<file path="src/rtl/ofifo_drain_arb_pkg.sv">
// Shared types and default sizing for the corelet OFIFO drain arbiter.
package ofifo_drain_arb_pkg;

    localparam int COL_DEF     = 8;
    localparam int ADDR_BW_DEF = 11;
    localparam int CNT_BW_DEF  = 8;
    localparam int BASE2_DEF   = 64;

    typedef enum logic [1:0] {
        IDLE  = 2'd0,
        DRAIN = 2'd1,
        FLUSH = 2'd2
    } drain_state_t;

    typedef enum logic {
        CORE1 = 1'b0,
        CORE2 = 1'b1
    } core_t;

endpackage

</file>
<file path="src/rtl/ofifo_drain_arb_rr_arb2.sv">
// Two-requester round-robin arbiter; req[0]/gnt[0] is core 1, req[1]/gnt[1] is core 2.
module ofifo_drain_arb_rr_arb2
    import ofifo_drain_arb_pkg::*;
(
    input  logic       clk,
    input  logic       reset,
    input  logic [1:0] req,
    input  logic       en,
    output logic [1:0] gnt
);

    core_t prio;

    always_comb begin
        gnt = 2'b00;
        if (en) begin
            if (req == 2'b11) begin
                gnt = (prio == CORE2) ? 2'b10 : 2'b01;
            end else begin
                gnt = req;
            end
        end
    end

    // Priority always moves to the core that was not just served.
    always_ff @(posedge clk) begin
        if (reset) begin
            prio <= CORE1;
        end else if (gnt[0]) begin
            prio <= CORE2;
        end else if (gnt[1]) begin
            prio <= CORE1;
        end
    end

endmodule

</file>
<file path="src/rtl/ofifo_drain_arb.sv">
// Drains both corelet OFIFOs into the shared psum SRAM write port, one row per cycle.
// Optional DRAIN_BACKPRESSURE_EN adds psum_ready to stall grants and hold the pending write.
module ofifo_drain_arb
    import ofifo_drain_arb_pkg::*;
#(
    parameter int col     = COL_DEF,
    parameter int addr_bw = ADDR_BW_DEF,
    parameter int cnt_bw  = CNT_BW_DEF,
    parameter int BASE2   = BASE2_DEF
) (
    input  logic               clk,
    input  logic               reset,
    input  logic               start,
    input  logic [cnt_bw-1:0]  num_rows,
    input  logic               ofifo_valid,
    input  logic               ofifo_valid2,
`ifdef DRAIN_BACKPRESSURE_EN
    input  logic               psum_ready,
`endif
    output logic               ofifo_rd,
    output logic               ofifo2_rd,
    output logic               psum_wen,
    output logic [addr_bw-1:0] psum_addr,
    output logic               psum_sel,
    output logic               busy,
    output logic               done
);

    if (col < 1) begin : g_col_check
        $error("ofifo_drain_arb: col must be positive");
    end

    drain_state_t      state;
    logic [cnt_bw-1:0] num_rows_q;
    logic [cnt_bw-1:0] cnt1;
    logic [cnt_bw-1:0] cnt2;
    logic [1:0]        req;
    logic [1:0]        gnt;
    logic              write_ready;
    logic              arb_en;
    logic              rd_any;
    logic              leave_drain;

`ifdef DRAIN_BACKPRESSURE_EN
    assign write_ready = psum_ready;
`else
    assign write_ready = 1'b1;
`endif

    // A core that has already delivered its rows is never requested again.
    assign req[0] = ofifo_valid  && (cnt1 < num_rows_q);
    assign req[1] = ofifo_valid2 && (cnt2 < num_rows_q);
    assign arb_en = (state == DRAIN) && write_ready;

    ofifo_drain_arb_rr_arb2 u_arb (
        .clk   (clk),
        .reset (reset),
        .req   (req),
        .en    (arb_en),
        .gnt   (gnt)
    );

    assign ofifo_rd  = gnt[0];
    assign ofifo2_rd = gnt[1];
    assign rd_any    = |gnt;

    assign leave_drain = (state == DRAIN) && (cnt1 == num_rows_q) && (cnt2 == num_rows_q)
                         && !rd_any && (!psum_wen || write_ready);

    always_ff @(posedge clk) begin
        if (reset) begin
            state      <= IDLE;
            num_rows_q <= '0;
            cnt1       <= '0;
            cnt2       <= '0;
            psum_wen   <= 1'b0;
            psum_addr  <= '0;
            psum_sel   <= 1'b0;
            busy       <= 1'b0;
            done       <= 1'b0;
        end else begin
            done <= 1'b0;

            // Address uses the row index before the counter advances.
            if (write_ready) begin
                psum_wen <= rd_any;
                if (gnt[0]) begin
                    psum_sel  <= 1'b0;
                    psum_addr <= addr_bw'(cnt1);
                end else if (gnt[1]) begin
                    psum_sel  <= 1'b1;
                    psum_addr <= addr_bw'(BASE2) + addr_bw'(cnt2);
                end
            end

            if (gnt[0]) begin
                cnt1 <= cnt1 + cnt_bw'(1);
            end
            if (gnt[1]) begin
                cnt2 <= cnt2 + cnt_bw'(1);
            end

            unique case (state)
                IDLE: begin
                    if (start) begin
                        num_rows_q <= num_rows;
                        cnt1       <= '0;
                        cnt2       <= '0;
                        busy       <= 1'b1;
                        state      <= DRAIN;
                    end
                end
                DRAIN: begin
                    if (leave_drain) begin
                        done  <= 1'b1;
                        state <= FLUSH;
                    end
                end
                FLUSH: begin
                    busy  <= 1'b0;
                    state <= IDLE;
                end
                default: state <= IDLE;
            endcase
        end
    end

endmodule

</file>
<file path="config.mk">
export PLATFORM = sky130hd
export DESIGN_NAME = ofifo_drain_arb
export DESIGN_NICKNAME = d
export VERILOG_FILES = /design/src/rtl/ofifo_drain_arb_pkg.sv /design/src/rtl/ofifo_drain_arb_rr_arb2.sv /design/src/rtl/ofifo_drain_arb.sv
export SDC_FILE = /design/constraint.sdc
export NUM_CORES = 1
export LEC_CHECK = 0
export CAP_MARGIN = 20
export CORE_MARGIN = 4
export CORE_UTILIZATION = 26
export DETAILED_ROUTE_END_ITERATION = 7
export PLACE_DENSITY = 0.5
export SLEW_MARGIN = 25
export SYNTH_ARGS = -nofsm -noshare
export SYNTH_HDL_FRONTEND = slang
export SYNTH_SLANG_ARGS = --single-unit
export TNS_END_PERCENT = 30
</file>
<file path="constraint.sdc">
create_clock -name clk -period 5.9 [get_ports clk]
set_clock_uncertainty 0.15 [all_clocks]
set_input_delay 1.18 -clock clk [delete_from_list [all_inputs] [get_ports clk]]
set_output_delay 1.18 -clock clk [all_outputs]
set_load 0.005 [all_outputs]
</file>
==> After elaboration in Yosys (flattened, before gate mapping) <==
Index checks and enable logic that the tools add are counted.
{ "totals": {"inputBits": 13, "reg_bits": 40, "output_inout_bits": 17} }
{ "classes": {"n_addsub": 3, "bitwise_logic": 1, "reduce_logical": 15, "mux": 19, "eq_ne": 7, "magnitude_cmp": 2} }
{ "op_table": {"columns": ["cell", "count"], "rows": [
  ["8-bit two-way mux", 8],
  ["8-bit by 1-bit adder with 8-bit output (second input constant)", 2],
  ["8-bit == test", 2],
  ["8-bit < comparator", 2],
  ["2-bit two-way mux", 5],
  ["7-bit by 8-bit adder with 9-bit output (first input constant)", 1],
  ["2-bit AND reduction", 3],
  ["2-bit OR reduction", 3],
  ["1-bit logical AND", 5],
  ["2-bit == test (second input constant)", 2],
  ["1-bit two-way mux", 4],
  ["2-bit one-hot mux with 2 select lines", 1],
  ["2-bit nonzero test", 2],
  ["2-bit by 1-bit == test with 1-bit output (second input constant)", 1],
  ["2-bit logical NOT", 1],
  ["2-bit by 1-bit != test with 1-bit output (second input constant)", 1],
  ["2-bit != test (second input constant)", 1],
  ["1-bit one-hot mux with 2 select lines", 1],
  ["1-bit logical NOT", 1],
  ["1-bit inverter", 1]
]} }

==> Logic depth before layout (Yosys ltp) <==
{ "logic_depth": {"word_depth": 10, "ltp_mapped": 10} }

==> By module <==
Synthesis repeated with hierarchy kept, for this count alone.
{ "unflattened": {"cells_unflattened": 234, "area_unflattened_um2": 2044.5} }
{ "by_module_without_submodules": {"columns": ["module", "area_per_inst_um2", "cells_each", "n_inst", "seq_area_each_um2"], "rows": [
  ["ofifo_drain_arb", 1989.4, 226, 1, 780.7],
  ["ofifo_drain_arb_rr_arb2", 55.1, 8, 1, 20.0]
]} }

==> Worst setup path after synthesis <==
Ideal clock, no wire load.
{ "synth_path": {"kind": "input -> output", "from": "input port ofifo_valid", "to": "output port ofifo_rd", "slack_ns": 2.431, "arrival_ns": 2.139, "stages": 5, "path_cell_list": "o2111ai_1 > or3_4 > buf_6 > clkbuf_1 > nor2_1"} }
{ "synth_via": {"elab_chain_cells": 4} }
{ "synth_rtl": {"columns": ["item", "line_no", "rtl"], "rows": [
  ["start, declared", "ofifo_drain_arb.sv:15", "input logic ofifo_valid,"],
  ["1-bit logical AND *", "ofifo_drain_arb.sv:51", "assign req[0] = ofifo_valid && (cnt1 < num_rows_q);"],
  ["2-bit == test", "ofifo_drain_arb_rr_arb2.sv:17", "if (req == 2'b11) begin"],
  ["2-bit two-way mux *", "ofifo_drain_arb_rr_arb2.sv:17", null],
  ["2-bit two-way mux *", "ofifo_drain_arb_rr_arb2.sv:16", "if (en) begin"],
  ["end, declared", "ofifo_drain_arb.sv:20", "output logic ofifo_rd,"]
]} }
Every way passes the cells marked *; elsewhere a longest branch is shown, timed or not.

==> Final worst setup path <==
{ "layout_path": {"from": "input port ofifo_valid", "to": "output port ofifo2_rd"} }
{ "layout_via": {"elab_chain_cells": 4} }
{ "layout_rtl": {"columns": ["item", "line_no", "rtl"], "rows": [
  ["1-bit logical AND", "ofifo_drain_arb.sv:51", null],
  ["2-bit == test", "ofifo_drain_arb_rr_arb2.sv:17", null],
  ["2-bit two-way mux", "ofifo_drain_arb_rr_arb2.sv:17", null],
  ["2-bit two-way mux", "ofifo_drain_arb_rr_arb2.sv:16", null],
  ["end, declared", "ofifo_drain_arb.sv:21", "output logic ofifo2_rd,"]
]} }
Every way passes these cells.

==> results_dict.tcl <==
set metrics [dict create \
    cts_inserted_buffers 5 \
    switching_share_pct 26.9 \
    place_inst 383 \
    vias 2003 \
    ys_seq_area_share_pct 36.3 \
    core_mm2 0.00822 \
    yosys.area.top_type "dfxtp_1" \
    setup_viol_count_final 0 \
    holdBufCountCts 0 \
    worst_pin_slew_ns 0.713 \
    clkLatencyLatePin_ns 0.30 \
    synth-edff-count 0 \
    yosysMostFrequentCell "dfxtp_1" \
    place_ws_ns 1.35 \
    final_cell_count_no_fill 391 \
    clkTransAtPathRegs_ns 0.08 \
    cp-startpoint "ofifo_valid" \
    place.port_buffers 27 \
    antenna_left 0 \
    fin_nets 317 \
    place.gp.congestion 0.836 \
    die_h_um 100 \
    crit-reg2reg-launch "cnt2[1]" \
    min-delay-start "psum_addr[8]" \
    drive_gt1_share_pct 9.44 \
    fmax_ghz 0.219 \
    root_buffer "clkbuf_8" \
    netlist_instances 265 \
    worstPathArrival_ns 3.23 \
    irDropWorstVdd_mv 0.0786 \
    period_needed_ns 4.56 \
    antenna_found_initial 0 \
    rows 33 \
    p_leak_nw 0.987 \
    io_pins 30 \
    cp.required_ns 4.57 \
    drc_errors 0 \
    cts_resized 0 \
    finalHoldViolCount 0 \
    cts_max_path_buffers 2 \
    syn_area_mm2 0.00220 \
    post-route-util_pct 32.8 \
    first_global_vias 1934 \
    cap_violations 0 \
    cts_setup_buffers 0 \
    filler_cell_count 867 \
    cp-end-kind "output pin" \
    p_per_area_mw_per_mm2 246 \
    crit_type "primary input to output pin" \
    cts_sinks 40 \
    relSlewSlack_pct 52.2 \
    synthArstFlopShare_pct 0 \
    p_seq_share_pct 43.7 \
    synth_top_cells_by_area "dfxtp_1 (36%), ha_1 (11%), a21oi_1 (5.5%), nor2_1 (3.9%), nand3_1 (3.9%)" \
    grt_max_degree 33 \
    worst_slack_ns 1.34 \
    critPathMaxFanout 9 \
    synth_top_area_share_pct 36.3 \
    status "finished, final reports clean" \
    p_comb_share_pct 18.5 \
    hold_path_class "flop to flop" \
    yosys.cell_types.count 42 \
    ctsHtreeMaxLevel 2 \
    rsz0062_at_grt "no" \
    slew_viol_final 0 \
    cp-start-kind "primary input" \
    min_period_over_period_pct 77.4 \
    netlist_top_cells_count "dfxtp_1 (40), a21oi_1 (24), nor2_1 (23)" \
    finalWirelength_um 6200 \
    fin_setup_tns_ns 0 \
    drt_iter0_markers 105 \
    wl_per_cell_um 15.8 \
    intPower_mw 0.483 \
    yosysWarnings 0 \
    grt-ovfl-total 0 \
    viasPerCell 5.12 \
    p_sw_mw 0.178 \
    synth_ff_type "dfxtp_1" \
    grt_pass1_wl_um 10200 \
    grt_usage_pct 13.0 \
    start_util_pct 26.8 \
    fp.dieArea_mm2 0.0100 \
    syn_avg_cell_area_um2 8.31 \
    dr.pass1.iters 4 \
    p_clk_share_pct 37.8 \
    die_width_um 100 \
    hpwl_um 4390 \
    synth_seq_cells 40 \
    cts_tree "built" \
    antennaDiodeCount 0 \
    area_growth_pct 22.1 \
    power_mw 0.661 \
]
power by group through the flow:
stage | combinational [mW] | clock, mW | sequential [mW]
final | 0.123 | 0.250 | 0.289
after global routing | 0.137 | 0.264 | 0.290
after CTS | 0.123 | 0.254 | 0.289
after detailed placement | 0.122 | 0 | 0.295
after global placement | 0.120 | 0 | 0.296
after floorplan | 0.0795 | 0 | 0.294
cell type report:
| cell class | count | area, um2 | share of cell area (%) |
|---|---|---|---|
| Clock buffer | 7 | 96.3 | 3.58 |
| Clock inverter | 1 | 30.0 | 1.12 |
| Inverter | 15 | 56.3 | 2.09 |
| Multi-Input combinational cell | 192 | 1280 | 47.4 |
| Sequential cell | 40 | 801 | 29.8 |
| Tap cell | 105 | 131 | 4.88 |
| Timing Repair Buffer | 31 | 300 | 11.2 |
critical path, cell delays in order:
cell and delay [ns]:
clkdlybuf4s50_1 0.47, o2111ai_1 0.27, or3_1 0.56, nand2_1 0.20
inv_1 0.10, clkdlybuf4s50_1 0.45
state kept, by name (all words and copies together) (netlist names):
register / flops
state: 2
num_rows_q: 8
done: 1
psum_addr: 9
cnt2: 8
psum_wen: 1
busy: 1
u_arb.prio: 1
cnt1: 8
psum_sel: 1
final timing paths:
| kind | slack (ns) | cells after the start | endpoint |
|---|---|---|---|
| worst min register to register | 0.34 | 2 | psum_addr[8] |
| worst min-delay path | 0.34 | 2 | psum_addr[8] |
| worst max register to register | 3.18 | 7 | cnt2[3] |
| worst max-delay path | 1.34 | 6 | ofifo2_rd |
kinds of logic after synthesis:
group,synth area share [%]
other cells,0.170
mux,1.36
compound gates,18.5
simple gates,26.2
flops,36.3
fa+ha+maj,10.8
buf+inv,6.64
metal layers:
| layer | track usage, % | wire [um] | up-vias |
|---|---|---|---|
| met4 | 3.42 | 55 | 0 |
| met2 | 20.3 | 2780 | 53 |
| met1 | 18.2 | 2970 | 928 |
| li1 | - | - | 1018 |
| met5 | 0 | 0 | - |
| met3 | 2.64 | 393 | 4 |
per-stage QoR:
stage | hold slack [ns] | cell area (um2)
CTS | 0.337 | 2690
finish | 0.336 | 2690
global route | 0.363 | 2690
detailed placement | 0.322 | 2560
floorplan | 0.281 | 2210
global placement | 0.327 | 2550
layout by cell type, fill, tap and decap left out, types with 3 or more instances in the layout:
| cell type | instances |
|---|---|
| dfxtp_1 | 40 |
| clkdlybuf4s50_1 | 27 |
| a21oi_1 | 24 |
| nor2_1 | 23 |
| ha_1 | 19 |
| nand3_1 | 17 |
| inv_1 | 15 |
| nor3_1 | 14 |
| nand2_1 | 13 |
| nand4_1 | 10 |
| or3_1 | 8 |
| o31ai_1 | 7 |
| clkbuf_8 | 7 |
| nor4_1 | 6 |
| o21ai_0 | 6 |
| or4_1 | 4 |
| a31oi_1 | 4 |
| buf_4 | 4 |
| o311ai_0 | 3 |
| mux2i_1 | 3 |
| a31o_2 | 3 |
(Power assumes the default switching activity.)
